--- config.mk ---
export PLATFORM = sky130hd
export DESIGN_NAME = reset_ctrl_flat
export DESIGN_NICKNAME = d
export VERILOG_FILES = /design/src/rtl/reset_ctrl_if.sv /design/src/rtl/reset_ctrl.sv /design/src/flat_wrapper.sv
export SDC_FILE = /design/constraint.sdc
export NUM_CORES = 1
export LEC_CHECK = 0
export ABC_AREA = 1
export BUFFER_PORTS_ARGS = -buffer_cell sky130_fd_sc_hd__buf_2
export CORE_UTILIZATION = 40
export DETAILED_ROUTE_END_ITERATION = 7
export PLACE_DENSITY = 0.62
export SLEW_MARGIN = 20
export SYNTH_ARGS = -nofsm -noshare
export SYNTH_HDL_FRONTEND = slang
export SYNTH_SLANG_ARGS = --single-unit
export TNS_END_PERCENT = 20
--- constraint.sdc ---
create_clock -name clock_160 -period 1.6 [get_ports clock_160]
set_input_delay 0.16 -clock clock_160 [delete_from_list [all_inputs] [get_ports clock_160]]
set_output_delay 0.16 -clock clock_160 [all_outputs]
set_load 0.01 [all_outputs]
--- src/rtl/reset_ctrl_if.sv ---
// reset_ctrl_if: pin-side bundle of the reset controller.
// master = board/bench side driving the raw sources and watchdog controls;
// slave  = reset_ctrl side producing the core reset and status.
interface reset_ctrl_if #(
  parameter int unsigned SOURCES = 2
);
  logic [SOURCES-1:0] src_in;
  logic               wdt_en;
  logic               wdt_kick;
  logic               res_out;
  logic               resn_out;
  logic [SOURCES-1:0] cause;
  logic               wdt_fired;
  logic [7:0]         res_count;

  modport master (
    output src_in, wdt_en, wdt_kick,
    input  res_out, resn_out, cause, wdt_fired, res_count
  );

  modport slave (
    input  src_in, wdt_en, wdt_kick,
    output res_out, resn_out, cause, wdt_fired, res_count
  );
endinterface

--- src/rtl/reset_ctrl.sv ---
// reset_ctrl: merges SOURCES reset inputs into one registered core reset.
// Each source is synchronised, optionally debounced and pulse-stretched, and
// the block keeps sticky cause flags plus a saturating reset counter.
// Optional watchdog: define RESET_WDT_EN to build it; otherwise wdt_en and
// wdt_kick are ignored and wdt_fired reads 0.
module reset_ctrl #(
  parameter int unsigned        SOURCES         = 2,
  parameter logic [SOURCES-1:0] ACTIVE_LOW      = 2'b11,
  parameter logic [SOURCES-1:0] STRETCH_MASK    = 2'b01,
  parameter int unsigned        SYNC_STAGES     = 2,
  parameter int unsigned        DEBOUNCE_CYCLES = 1600000,
  parameter int unsigned        PULSE_CYCLES    = 8000000,
  parameter int unsigned        WDT_CYCLES      = 16000000
) (
  input  logic         clock_160,
  input  logic         res,
  reset_ctrl_if.slave  bus
);

  localparam int unsigned DW = (DEBOUNCE_CYCLES > 1) ? $clog2(DEBOUNCE_CYCLES) : 1;
  localparam int unsigned PW = (PULSE_CYCLES > 1) ? $clog2(PULSE_CYCLES) : 1;
  localparam int unsigned WW = (WDT_CYCLES > 1) ? $clog2(WDT_CYCLES) : 1;

  typedef enum logic [1:0] {S_POR, S_RUN, S_ASSERT, S_HOLD} state_t;

  logic [SOURCES-1:0] act;
  logic [SOURCES-1:0] deb;
  logic               trig;
  logic               stretch_hit;
  logic               wdt_to;

  state_t             state;
  logic [PW-1:0]      pulse_cnt;
  logic               res_q;
  logic [SOURCES-1:0] cause_q;
  logic [7:0]         count_q;

  for (genvar i = 0; i < SOURCES; i++) begin : g_src
    logic [SYNC_STAGES-1:0] sync_q;

    // Synchroniser chain, parked at the source's idle pin level
    always_ff @(posedge clock_160 or posedge res) begin
      if (res) sync_q <= {SYNC_STAGES{ACTIVE_LOW[i]}};
      else     sync_q <= {sync_q[SYNC_STAGES-2:0], bus.src_in[i]};
    end

    assign act[i] = sync_q[SYNC_STAGES-1] ^ ACTIVE_LOW[i];

    if (STRETCH_MASK[i]) begin : g_deb
      logic          deb_q;
      logic [DW-1:0] deb_cnt;

      // Debounce: accept a new level only after it differs for DEBOUNCE_CYCLES in a row
      always_ff @(posedge clock_160 or posedge res) begin
        if (res) begin
          deb_q   <= 1'b0;
          deb_cnt <= '0;
        end else if (act[i] == deb_q) begin
          deb_cnt <= '0;
        end else if (deb_cnt == DW'(DEBOUNCE_CYCLES - 1)) begin
          deb_q   <= act[i];
          deb_cnt <= '0;
        end else begin
          deb_cnt <= deb_cnt + 1'b1;
        end
      end

      assign deb[i] = deb_q;
    end else begin : g_byp
      assign deb[i] = act[i];
    end
  end

`ifdef RESET_WDT_EN
  logic [WW-1:0] wdt_cnt;
  logic          wdt_fired_q;

  // Kick has priority so a reload on the terminal cycle still averts the timeout
  assign wdt_to = (state == S_RUN) && bus.wdt_en && !bus.wdt_kick &&
                  (wdt_cnt == WW'(WDT_CYCLES - 1));

  // Watchdog counter: advances only while running and enabled
  always_ff @(posedge clock_160 or posedge res) begin
    if (res)                                            wdt_cnt <= '0;
    else if (state != S_RUN || bus.wdt_kick || wdt_to) wdt_cnt <= '0;
    else if (bus.wdt_en)                                wdt_cnt <= wdt_cnt + 1'b1;
  end

  assign bus.wdt_fired = wdt_fired_q;
`else
  logic wdt_unused;
  assign wdt_unused    = ^{bus.wdt_en, bus.wdt_kick, WDT_CYCLES[0]};
  assign wdt_to        = 1'b0;
  assign bus.wdt_fired = 1'b0;
`endif

  // Trigger summary for the sequencer
  always_comb begin
    trig        = (|deb) || wdt_to;
    stretch_hit = |(deb & STRETCH_MASK);
  end

  // Reset sequencer; res_out lags the state by one cycle and also covers the
  // cycle in which RUN accepts a trigger
  always_ff @(posedge clock_160 or posedge res) begin
    if (res) begin
      state     <= S_POR;
      pulse_cnt <= PW'(PULSE_CYCLES - 1);
      res_q     <= 1'b1;
      cause_q   <= '0;
      count_q   <= '0;
`ifdef RESET_WDT_EN
      wdt_fired_q <= 1'b0;
`endif
    end else begin
      res_q <= (state != S_RUN) || trig;
      case (state)
        S_POR: begin
          if (pulse_cnt == '0) begin
            if (trig) state <= S_HOLD;
            else      state <= S_RUN;
          end else begin
            pulse_cnt <= pulse_cnt - 1'b1;
          end
        end
        S_RUN: begin
          if (trig) begin
            cause_q <= deb;
            if (count_q != '1) count_q <= count_q + 1'b1;
`ifdef RESET_WDT_EN
            wdt_fired_q <= wdt_to;
`endif
            if (stretch_hit || wdt_to) begin
              state     <= S_ASSERT;
              pulse_cnt <= PW'(PULSE_CYCLES - 1);
            end else begin
              state <= S_HOLD;
            end
          end
        end
        S_ASSERT: begin
          cause_q <= cause_q | deb;
          if (pulse_cnt == '0) begin
            if (trig) state <= S_HOLD;
            else      state <= S_RUN;
          end else begin
            pulse_cnt <= pulse_cnt - 1'b1;
          end
        end
        S_HOLD: begin
          if (!trig) state <= S_RUN;
        end
        default: state <= S_POR;
      endcase
    end
  end

  assign bus.res_out   = res_q;
  assign bus.resn_out  = ~res_q;
  assign bus.cause     = cause_q;
  assign bus.res_count = count_q;

endmodule

--- src/flat_wrapper.sv ---
// flat-port wrapper written by rule: the top's interface ports become plain ports
module reset_ctrl_flat 
#(
  parameter int unsigned        SOURCES         = 2,
  parameter logic [SOURCES-1:0] ACTIVE_LOW      = 2'b11,
  parameter logic [SOURCES-1:0] STRETCH_MASK    = 2'b01,
  parameter int unsigned        SYNC_STAGES     = 2,
  parameter int unsigned        DEBOUNCE_CYCLES = 1600000,
  parameter int unsigned        PULSE_CYCLES    = 8000000,
  parameter int unsigned        WDT_CYCLES      = 16000000
)
  (clock_160, res, bus_src_in, bus_wdt_en, bus_wdt_kick, bus_res_out, bus_resn_out, bus_cause, bus_wdt_fired, bus_res_count);
  reset_ctrl_if #(.SOURCES(SOURCES)) bus_i ();
  input  logic clock_160;
  input  logic res;
  input wire logic [$bits(bus_i.src_in)-1:0] bus_src_in;
  input wire logic [$bits(bus_i.wdt_en)-1:0] bus_wdt_en;
  input wire logic [$bits(bus_i.wdt_kick)-1:0] bus_wdt_kick;
  output wire logic [$bits(bus_i.res_out)-1:0] bus_res_out;
  output wire logic [$bits(bus_i.resn_out)-1:0] bus_resn_out;
  output wire logic [$bits(bus_i.cause)-1:0] bus_cause;
  output wire logic [$bits(bus_i.wdt_fired)-1:0] bus_wdt_fired;
  output wire logic [$bits(bus_i.res_count)-1:0] bus_res_count;
  assign bus_i.src_in = bus_src_in;
  assign bus_i.wdt_en = bus_wdt_en;
  assign bus_i.wdt_kick = bus_wdt_kick;
  assign bus_res_out = bus_i.res_out;
  assign bus_resn_out = bus_i.resn_out;
  assign bus_cause = bus_i.cause;
  assign bus_wdt_fired = bus_i.wdt_fired;
  assign bus_res_count = bus_i.res_count;
  reset_ctrl #(.SOURCES(SOURCES), .ACTIVE_LOW(ACTIVE_LOW), .STRETCH_MASK(STRETCH_MASK), .SYNC_STAGES(SYNC_STAGES), .DEBOUNCE_CYCLES(DEBOUNCE_CYCLES), .PULSE_CYCLES(PULSE_CYCLES), .WDT_CYCLES(WDT_CYCLES)) u_core (.clock_160(clock_160), .res(res), .bus(bus_i));
endmodule
==> impl_metrics.py <==
metrics = {
    "run_status": {
        "status": "complete, no violations",
    },
    "synth": {
        "netlist_area_sq_um": 3456,
        "ys_dominant_reg_cell": "dfrtp_1",
        "synth_top_area_share_pct": 30.41,
        "ys_warn_count": 0,
        "synthMuxAreaShare_pct": 0,
        "async_flop_share_pct": 100.0,
        "syn_inst": 464,
        "yosysUniqueCellTypes": 31,
        "synthSimpleGateAreaFrac_pct": 34.61,
        "syn_area_per_cell_sq_um": 7.448,
        "yosysTopAreaCell": "dfrtp_1",
        "synth_xor_area_share_pct": 3.548,
        "yosys.area_share.adder_pct": 1.086,
        "synth_top_family_by_area": "simple AND/OR/NAND/NOR gates",
        "synth_edf_count": 0,
        "syn_nets": 473,
        "synth-seq-cells": 62,
        "synth.area.top_cells": "dfrtp_1 30%, dfstp_2 15%, nand2_1 12%",
        "ys_seq_area_share_pct": 45.62,
        "synth-compound-area-share_pct": 5.865,
    },
    "global_route": {
        "grt_antenna_before_repair": 0,
        "grt.total_usage_pct": 18.58,
        "grt_pass1_vias": 2876,
        "grt_overflow": 0,
        "grt_max_degree": 63,
        "grt_pass1_wl_um": 12990,
    },
    "worst_setup_path": {
        "start_kind": "register",
        "crit_fanout": 6,
        "rr_startpoint": "u_core.pulse_cnt[1]",
        "path_class": "register to register",
        "r2r-end": "u_core.pulse_cnt[4]",
        "endpoint_kind": "register",
        "worstPathRequired_ps": 1860,
        "crit_arrival_ps": 1840,
        "rr_worst_depth": 9,
        "r2r_setup_slack_ps": 20,
        "cp_slowest_cell": "dfstp_2",
        "crit_chain": "inv_1 > ha_4 > nand2_4 > nor2_4 > nand3_2 > nand2_4 > buf_4 > o21ai_0 > nand3_1",
        "cpPeakStageDelay_ps": 540,
        "cpMostUsedCell": "nand2_4",
    },
    "cts": {
        "numCtsBuffers": 9,
        "cts_tree": "built",
        "cts_root_buf": "clkbuf_8",
        "cts_max_level": 3,
        "clk_pin_slew_ps": 70,
        "cts_buffer_depth": 2,
        "clock-sinks": 62,
        "clock_latency_ps": 340,
    },
    "placement": {
        "place_congestion": 0.8807,
        "place_ws_ps": -24.67,
        "placed_cells": 601,
        "dpl_cell_area_sq_um": 3804,
        "port_buffers": 15,
        "hpwlAfterDp_um": 5269,
    },
    "layout": {
        "fill_cells": 784,
        "diodes": 0,
        "mostFrequentLayoutCells": "111 x nand2_1, 66 x nor2_1, 59 x inv_1",
        "final_cells": 623,
        "syn2layout_area_growth_pct": 22.05,
        "multi_input_area_sq_um": 1687,
        "final_common_cell": "nand2_1",
        "fin_nets": 522,
        "fin_area_sq_um": 4218,
        "register_area_sq_um": 1579,
        "layout-drive-gt1-share_pct": 23.94,
    },
    "die": {
        "dieArea_sq_um": 9016,
        "die_h_um": 94.95,
        "std_cell_rows": 33,
        "die_w_um": 94.95,
        "io_pins": 19,
        "core_area_sq_um": 8299,
        "start_util_pct": 41.64,
    },
    "routing": {
        "drc_errors": 0,
        "first_pass_iters": 4,
        "vias_per_cell": 4.815,
        "drt_iter0_markers": 125,
        "postRouteAntennaNets": 0,
        "vias": 3000,
        "drt-total-wl_um": 7483,
        "avgRoutedWirePerCell_um": 12.01,
    },
    "timing": {
        "fin_crit_ps": 1577,
        "hold_ws_ps": 355.8,
        "fin_ws_ps": 23.16,
        "finalHoldViolations": 0,
        "slew_viol_final": 0,
        "fmax_mhz": 634.2,
        "rsz0062_at_grt": "true",
        "setup_viol": 0,
        "period_share_pct": 98.55,
        "clock_skew_ps": 7.787,
    },
    "worst_hold_path": {
        "holdCritStartpoint": "u_core.g_src[1].sync_q[0]",
        "hold_path.class": "register to register",
        "min_to": "u_core.g_src[1].sync_q[1]",
        "whs_path_depth": 0,
    },
    "power_and_ir_drop": {
        "power.total_w": 0.003667,
        "vdd_drop_max_mv": 0.5866,
        "p_leak_nw": 2.019,
        "power_density_nw_per_um2": 869.4,
    },
    "job": {
        "max_cap_violations": 0,
    },
}
==> layout make-up <==
class	instances	share of cell area, %
sequential	62	37.44
timing repair inverter	1	0.2077
inverter	67	6.408
timing repair buffer	43	7.327
tap	105	3.115
clock inverter	5	1.928
multi-input combinational	329	39.99
clock buffer	11	3.589
==> synth_stat cells (all sizes together) (3+ instances only) <==
cell and count:
inv 66, xnor2 7, dfrtp 42, nor2 80
nand2 118, a21oi 11, o21ai 25, buf 6
nor3 12, dfstp 20, nand3 53, ha 3
nand4 9, xor2 7
==> layer usage <==
metal  share of wire, %  GRT usage, %
met1                 48         23.40
met2                 48         31.18
met3                2.6         4.831
met4                1.3         5.429
met5                  0             0
==> cells by family (layout without fill, tap and decap cells) <==
group	after synthesis	in the layout
compound gates	37	37
xor+xnor	14	14
fa+ha+maj	3	3
buf+inv	73	127
flops	62	62
other cells	1	1
simple gates	274	274
==> stage by stage <==
step	setup TNS (ps)	util, %
floorplan	-0.9432	-
global placement	0	45.83
detailed placement	-139.2	45.83
CTS	-9.429	49.16
global route	-316.2	50.82
finish	0	50.82
==> flip-flops by register name (all words and copies together) (netlist names) <==
name / cells
u_core.pulse_cnt: 23
u_core.bus.res_out: 1
u_core.bus.res_count: 8
u_core.g_src.g_deb.deb_cnt: 21
u_core.g_src.g_deb.deb_q: 1
u_core.state: 2
u_core.bus.cause: 2
u_core.g_src.sync_q: 4
==> worst max-delay path, delay by kind of cell (launching register included) <==
family / cells / cell delay, ps
DFF: 1 / 540
and+or+nand+nor: 5 / 400
buffers and inverters: 2 / 250
adders and majority gates: 1 / 170
AOI/OAI and AO/OA: 1 / 150
==> timing repair <==
item | CTS | global route
endpoints found under the hold margin | 44 | 0
gates cloned | 0 | 1
buffers inserted | 0 | 2
resized for setup | 5 | 35
setup endpoints to repair | 18 | 49
hold buffers | 3 | 0
pin swaps | 0 | 3
==> how the worst max path moves through the flow <==
stage	from	end	slack [ps]	cells past startpoint
after floorplan	u_core.pulse_cnt[1]	u_core.pulse_cnt[11]	-0.9	11
after global placement	u_core.pulse_cnt[1]	u_core.pulse_cnt[11]	3	10
after detailed placement	u_core.pulse_cnt[1]	u_core.pulse_cnt[11]	-20	10
after CTS	u_core.g_src[0].g_deb.deb_cnt[0]	u_core.g_src[0].g_deb.deb_cnt[12]	-9	9
after global routing	u_core.g_src[0].g_deb.deb_cnt[0]	u_core.g_src[0].g_deb.deb_cnt[14]	-60	8
final	u_core.pulse_cnt[1]	u_core.pulse_cnt[4]	20	9
==> power by group <==
part           switching (W)  internal (W)  total (W)
Combinational       0.000201      0.000142   0.000343
Sequential         0.0000893       0.00165    0.00174
Clock               0.000620      0.000962    0.00158
Total               0.000910       0.00276    0.00367
No activity file was read; power rests on OpenSTA's default activity.
